## src/rtl/rej_uniform_stream.sv

```systemverilog
// rej_uniform_stream
// Sequential rejection sampler for one polynomial. It takes 3-byte XOF beats,
// unpacks candidate coefficients (two 12-bit candidates per beat for ML-KEM,
// one 23-bit candidate for ML-DSA) and keeps only candidates below the
// modulus. Kept candidates are emitted with their index until NUM_COEFFS
// coefficients have been produced.
//
// Ports
//   clk_i, rst_i         clock; synchronous active-high reset
//   start_i, mode_i      start a run (IDLE only); 0 = ML-KEM, 1 = ML-DSA
//   in_valid_i/in_ready_o/in_data_i     XOF beat stream {b2,b1,b0}
//   out_valid_o/out_ready_i/out_data_o/out_idx_o   coefficient stream
//   busy_o               state != IDLE
//   done_o               one-cycle pulse after the final output transfer
//   reject_cnt_o         saturating reject count for the current run
module rej_uniform_stream #(
  parameter int NUM_COEFFS = 256,
  parameter int KYBER_Q    = 3329,
  parameter int DIL_Q      = 8380417,
  parameter int OUT_W      = 24,
  parameter int IDX_W      = $clog2(NUM_COEFFS)
) (
  input  logic             clk_i,
  input  logic             rst_i,
  input  logic             start_i,
  input  logic             mode_i,
  input  logic             in_valid_i,
  output logic             in_ready_o,
  input  logic [23:0]      in_data_i,
  output logic             out_valid_o,
  input  logic             out_ready_i,
  output logic [OUT_W-1:0] out_data_o,
  output logic [IDX_W-1:0] out_idx_o,
  output logic             busy_o,
  output logic             done_o,
  output logic [15:0]      reject_cnt_o
);

  typedef enum logic [1:0] {
    IDLE  = 2'd0,
    RUN   = 2'd1,
    DRAIN = 2'd2
  } state_e;

  localparam logic [22:0]      KQ       = 23'(KYBER_Q);
  localparam logic [22:0]      DQ       = 23'(DIL_Q);
  localparam logic [IDX_W-1:0] LAST_IDX = IDX_W'(NUM_COEFFS - 1);

  state_e           state_q, state_d;
  logic             mode_q, mode_d;
  logic [22:0]      slot0_q, slot0_d, slot1_q, slot1_d;
  logic             slot0_v_q, slot0_v_d, slot1_v_q, slot1_v_d;
  logic [IDX_W-1:0] acc_cnt_q, acc_cnt_d;
  logic             out_valid_q, out_valid_d;
  logic [22:0]      out_data_q, out_data_d;
  logic [IDX_W-1:0] out_idx_q, out_idx_d;
  logic [15:0]      rej_cnt_q, rej_cnt_d;
  logic             done_q, done_d;
  logic             in_ready_q, in_ready_d;

  logic             beat_fire_s;
  logic             out_fire_s;
  logic             head_ok_s;
  logic             can_load_s;
  logic [22:0]      q_sel_s;

  assign beat_fire_s = in_valid_i & in_ready_q;
  assign out_fire_s  = out_valid_q & out_ready_i;
  assign q_sel_s     = mode_q ? DQ : KQ;
  assign head_ok_s   = slot0_q < q_sel_s;
  // The output register can take a new value when empty or emptying this cycle.
  assign can_load_s  = ~out_valid_q | out_ready_i;

  // Next-state logic: run control, slot pipeline, output register, counters.
  always_comb begin
    state_d     = state_q;
    mode_d      = mode_q;
    slot0_d     = slot0_q;
    slot1_d     = slot1_q;
    slot0_v_d   = slot0_v_q;
    slot1_v_d   = slot1_v_q;
    acc_cnt_d   = acc_cnt_q;
    out_valid_d = out_valid_q;
    out_data_d  = out_data_q;
    out_idx_d   = out_idx_q;
    rej_cnt_d   = rej_cnt_q;
    done_d      = 1'b0;

    case (state_q)
      IDLE: begin
        if (start_i) begin
          state_d   = RUN;
          mode_d    = mode_i;
          acc_cnt_d = '0;
          rej_cnt_d = 16'h0000;
          slot0_v_d = 1'b0;
          slot1_v_d = 1'b0;
        end else begin
          state_d = IDLE;
        end
      end
      RUN: begin
        if (out_fire_s) begin
          out_valid_d = 1'b0;
        end else begin
          out_valid_d = out_valid_q;
        end
        if (slot0_v_q) begin
          if (!head_ok_s) begin
            if (rej_cnt_q != 16'hFFFF) begin
              rej_cnt_d = rej_cnt_q + 16'h0001;
            end else begin
              rej_cnt_d = rej_cnt_q;
            end
            slot0_d   = slot1_q;
            slot0_v_d = slot1_v_q;
            slot1_v_d = 1'b0;
          end else if (can_load_s) begin
            out_valid_d = 1'b1;
            out_data_d  = slot0_q;
            out_idx_d   = acc_cnt_q;
            acc_cnt_d   = acc_cnt_q + IDX_W'(1);
            slot0_d     = slot1_q;
            slot0_v_d   = slot1_v_q;
            slot1_v_d   = 1'b0;
            // Last coefficient loaded: whatever is still queued is discarded.
            if (acc_cnt_q == LAST_IDX) begin
              state_d   = DRAIN;
              slot0_v_d = 1'b0;
              slot1_v_d = 1'b0;
            end else begin
              state_d = RUN;
            end
          end else begin
            slot0_v_d = slot0_v_q;
          end
        end else if (beat_fire_s) begin
          // A beat is only accepted while both slots are empty.
          if (!mode_q) begin
            slot0_d   = {11'd0, in_data_i[11:0]};
            slot1_d   = {11'd0, in_data_i[23:12]};
            slot0_v_d = 1'b1;
            slot1_v_d = 1'b1;
          end else begin
            slot0_d   = in_data_i[22:0];
            slot0_v_d = 1'b1;
            slot1_v_d = 1'b0;
          end
        end else begin
          slot0_v_d = slot0_v_q;
        end
      end
      DRAIN: begin
        if (out_fire_s) begin
          out_valid_d = 1'b0;
          state_d     = IDLE;
          done_d      = 1'b1;
        end else begin
          state_d = DRAIN;
        end
      end
      default: begin
        state_d     = IDLE;
        out_valid_d = 1'b0;
        slot0_v_d   = 1'b0;
        slot1_v_d   = 1'b0;
      end
    endcase

    // Ready is decoded from next state so the port is driven by a flop.
    in_ready_d = (state_d == RUN) & ~slot0_v_d & ~slot1_v_d;
  end

  // State and datapath registers with synchronous reset.
  always_ff @(posedge clk_i) begin
    if (rst_i) begin
      state_q     <= IDLE;
      mode_q      <= 1'b0;
      slot0_q     <= 23'd0;
      slot1_q     <= 23'd0;
      slot0_v_q   <= 1'b0;
      slot1_v_q   <= 1'b0;
      acc_cnt_q   <= '0;
      out_valid_q <= 1'b0;
      out_data_q  <= 23'd0;
      out_idx_q   <= '0;
      rej_cnt_q   <= 16'h0000;
      done_q      <= 1'b0;
      in_ready_q  <= 1'b0;
    end else begin
      state_q     <= state_d;
      mode_q      <= mode_d;
      slot0_q     <= slot0_d;
      slot1_q     <= slot1_d;
      slot0_v_q   <= slot0_v_d;
      slot1_v_q   <= slot1_v_d;
      acc_cnt_q   <= acc_cnt_d;
      out_valid_q <= out_valid_d;
      out_data_q  <= out_data_d;
      out_idx_q   <= out_idx_d;
      rej_cnt_q   <= rej_cnt_d;
      done_q      <= done_d;
      in_ready_q  <= in_ready_d;
    end
  end

  assign in_ready_o   = in_ready_q;
  assign out_valid_o  = out_valid_q;
  assign out_data_o   = OUT_W'(out_data_q);
  assign out_idx_o    = out_idx_q;
  assign busy_o       = (state_q != IDLE);
  assign done_o       = done_q;
  assign reject_cnt_o = rej_cnt_q;

endmodule

```

## config.mk

```make
export PLATFORM = sky130hd
export DESIGN_NAME = rej_uniform_stream
export DESIGN_NICKNAME = d
export VERILOG_FILES = /design/src/rtl/rej_uniform_stream.sv
export SDC_FILE = /design/constraint.sdc
export NUM_CORES = 1
export LEC_CHECK = 0
export BUFFER_PORTS_ARGS = -buffer_cell sky130_fd_sc_hd__buf_2
export CAP_MARGIN = 5
export CELL_PAD_IN_SITES_DETAIL_PLACEMENT = 0
export CELL_PAD_IN_SITES_GLOBAL_PLACEMENT = 1
export CORE_ASPECT_RATIO = 1.1
export CORE_MARGIN = 2
export CORE_UTILIZATION = 38
export DETAILED_ROUTE_END_ITERATION = 10
export GPL_ROUTABILITY_DRIVEN = 0
export PLACE_DENSITY_LB_ADDON = 0.25
export SLEW_MARGIN = 20
export SYNTH_ARGS = -nofsm -noshare
export SYNTH_HDL_FRONTEND = slang
export SYNTH_SLANG_ARGS = --single-unit
export TNS_END_PERCENT = 50
```

## constraint.sdc

```tcl
create_clock -name clk_i -period 2.6 [get_ports clk_i]
set_input_delay 0.13 -clock clk_i [delete_from_list [all_inputs] [get_ports clk_i]]
set_output_delay 0.13 -clock clk_i [all_outputs]
set_load 0.02 [all_outputs]
```

==> flow_summary_export.csv <==
group,metric,value,unit
status,status,"finished with violations",
status,violations,"setup timing",
critical_path,crit_type,"flip-flop to flip-flop",
placement,placed_area,0.00526,mm^2
power_and_ir_drop,clkPwrFrac,0.457,
grt,grt_first_pass_wirelength,20000,um
cts,insertion_delay,0.34,ns
cts,clkSinkCount,98,
power_and_ir_drop,power_frac_seq,0.456,
yosys,synthCells,512,
power_and_ir_drop,p_leak,0.00263,uW
timing,hold_viol,0,
yosys,yosys_warnings,0,
timing,rsz0062_at_grt,"yes",
run,cap_violations,0,
cts,cts.hold.buffers_added,0,
floorplan,initial_core_util,0.393,
floorplan,die_area,0.0128,mm^2
critical_path,cp-end-kind,"flip-flop",
timing,fin_crit,2.67,ns
yosys,synth-edff-count,0,
floorplan,die_w,108,um
cells_and_area,drive_gt1_frac,0.274,
floorplan,ios,82,
cells_and_area,postLayoutCellArea,0.00607,mm^2
timing,fmax,0.374,GHz
cts,cts_tree,"yes",
grt,busiest_layer,"met2",
grt,gr-usage-met3,0.0298,
yosys,yosys-top-cells-area,"dfxtp_1 (43%), mux2i_1 (9.7%), a21oi_1 (5.4%), ha_1 (5.2%), nor2_1 (4.3%)",
cells_and_area,post-route-util,0.526,
yosys,syn-cell-area,0.00454,mm^2
power_and_ir_drop,switching_share,0.237,
floorplan,rows,41,
critical_path,reg2reg_slack,-0.07,ns
yosys,ys_seq_area_frac,0.432,
yosys,ys_seq_elements,98,
power_and_ir_drop,p_comb_frac,0.087,
yosys,syn_nets,561,
timing,final-setup-viol-count,51,
cts,cts-root-buf,"clkbuf_16",
drt,drt-initial-drc-count,210,
yosys,syn_avg_cell_area,8.87,um^2
grt,antenna_found_initial,0,
critical_path,start_kind,"flip-flop",
drt,post_drt_wl_per_cell,17.0,um
cts,htree_num_levels,3,
floorplan,die_h,119,um
timing,setup_ws,-0.0730,ns
cells_and_area,diodes,0,
floorplan,core,0.0115,mm^2
placement,io_buffers,80,
yosys,post_synth_num_cell_types,47,
drt,viasPerCell,5.50,
grt,grt_usage,0.196,
yosys,synth_top_area_cell,"dfxtp_1",
timing,tightest_slew,0.784,ns
drt,vias,4250,
critical_path,reg2regPathDepth,11,
critical_path,cp_data_required_time,2.86,ns
cells_and_area,fillers,1081,
drt,drc,0,
grt,met1_usage,0.253,
power_and_ir_drop,powerDensity,556,mW/mm^2
grt,grt_use_met2,0.324,
critical_path,regToRegEndpoint,"slot0_q[5]",
power_and_ir_drop,peakVddDrop,0.353,mV
power_and_ir_drop,switchingPower,798,uW
critical_path,crit_start,"mode_q",
grt,grt_max_degree,57,
timing,drv_slew,0,
yosys,ys.flop_type,"dfxtp_1",
cts,clkTransAtPathRegs,0.07,ns
cts,cts_buffers,9,
drt,ant_nets,0,
critical_path,crit_path_end,"slot0_q[5]",
power_and_ir_drop,internal_power,2570,uW
worst_hold_path,min_path_type,"input port to flip-flop",
grt,grt_remaining_overflow,0,
critical_path,worstPathArrival,2.93,ns
placement,post-dp-hpwl,8630,um
timing,relSlewSlack,0.476,
yosys,netlist.area_leader.share,0.432,
power_and_ir_drop,finalPower,3370,uW
cells_and_area,area_growth,33.6,%
drt,drt-pass1-iter-count,5,
yosys,synth-async-reset-ratio,0,
timing,clock_skew,0.00559,ns
grt,grt_pass1_vias,3977,
timing,final.period_utilization,1.03,
critical_path,timing.rr.start,"mode_q",
critical_path,crit_fanout,11,
cells_and_area,nets,668,
drt,totalWireLength,13200,um
cts,clock_path_buffers,2,
[timing repair]
action | 4_1_cts | 5_1_grt
cloned | 4 | 5
setup endpoints to repair | 78 | 78
gates resized for setup | 21 | 19
pin swaps | 5 | 7
buffers inserted | 5 | 3
[sequential cells by signal (all words and copies together), names as in the netlist]
register,count
state_q,2
out_idx_o,8
acc_cnt_q,8
slot0_v_q,1
reject_cnt_o,16
done_o,1
mode_q,1
in_ready_o,1
slot0_q,23
slot1_v_q,1
slot1_q,12
out_data_q,23
out_valid_o,1
[through the flow]
step	std cells	hold WS (ns)	setup TNS [ns]	setup WS, ns
after floorplan	512	0.266	0	0.00718
after CTS	765	0.0151	-0.202	-0.0393
after global routing	773	0.0257	-5.52	-0.127
after global placement	741	0.376	-5.13	-0.142
after detailed placement	741	0.382	-7.15	-0.183
final	773	0.0243	-1.85	-0.0730
[kinds of logic (layout without fill, tap and decap cells)]
group,Yosys count,in the layout,synth area share
xor+xnor,1,1,0.00193
buf+inv,37,146,0.0344
mux,44,44,0.0970
flops,98,98,0.432
fa+ha+maj,19,19,0.0524
other cells,1,1,0.000826
compound gates,111,113,0.158
simple gates,201,201,0.223
[Yosys cell counts, drive strengths merged, types with 2 or more instances]
master and count:
a2111oi 2, or4 13, dfxtp 98, clkbuf 19
o211ai 3, a211oi 14, o21ai 14, and3 8
nor2b 2, o31ai 10, buf 10, mux2i 44
or3 10, nand2b 15, nor3 4, ha 19
nand3 27, a211o 3, or2 2, nand2 48
a32oi 2, and2 4, and4 6, o21a 2
nand3b 2, o41ai 2, inv 8, nand4 4
a21oi 51, nor2 52, o22ai 3
[power by group through the flow]
| stage | logic [uW] | clock network [uW] | registers, uW |
|---|---|---|---|
| 3_3_place_gp | 243 | 0 | 1570 |
| 6_report | 295 | 1540 | 1540 |
| 3_5_place_dp | 247 | 0 | 1570 |
| 2_1_floorplan | 149 | 0 | 1570 |
| 4_1_cts | 265 | 1560 | 1530 |
| 5_1_grt | 322 | 1630 | 1540 |
[worst max-delay path, cell delays in order (launching register included)]
cell and delay, ns:
dfxtp_2 0.34, buf_6 0.13, ha_4 0.26, and4bb_1 0.26
o41ai_4 0.11, a2111o_2 0.47, and4_2 0.28, a21oi_4 0.15
buf_12 0.15, clkbuf_16 0.16, nor2_1 0.05, a211oi_1 0.21
[worst min path at each step]
stage                  startpoint           to  cells after the start
CTS                 in_data_i[23]  slot1_q[11]                      3
floorplan           in_data_i[12]   slot1_q[0]                      2
finish              in_data_i[23]  slot1_q[11]                      3
global placement    in_data_i[23]  slot1_q[11]                      3
detailed placement  in_data_i[23]  slot1_q[11]                      3
global route        in_data_i[23]  slot1_q[11]                      3
[routing by layer]
metal / part of all wire / vias up
met2: 0.50 / 102
met1: 0.44 / 2056
met5: 0 / -
met4: 0.017 / 0
met3: 0.043 / 19
li1: - / 2073
[cell type report]
| type | count | area [um^2] | share of cell area |
|---|---|---|---|
| multi-input combinational | 379 | 2630 | 0.433 |
| sequential | 98 | 1960 | 0.324 |
| timing repair buffer | 123 | 917 | 0.151 |
| clock buffer | 9 | 225 | 0.0371 |
| tap | 150 | 188 | 0.0309 |
| clock inverter | 6 | 115 | 0.0190 |
| inverter | 8 | 32.5 | 0.00536 |
[layout by cell type, fill, tap and decap left out, drive strengths merged, types with 6 or more instances in the layout]
cell | synthesis | routed
a211oi | 14 | 14
a21oi | 51 | 52
and3 | 8 | 8
and4 | 6 | 6
buf | 10 | 120
clkbuf | 19 | 12
dfxtp | 98 | 98
ha | 19 | 19
inv | 8 | 9
mux2i | 44 | 44
nand2 | 48 | 48
nand2b | 15 | 15
nand3 | 27 | 27
nor2 | 52 | 52
o21ai | 14 | 14
o31ai | 10 | 10
or3 | 10 | 10
or4 | 13 | 13
Power figures use the tool's default switching activity.
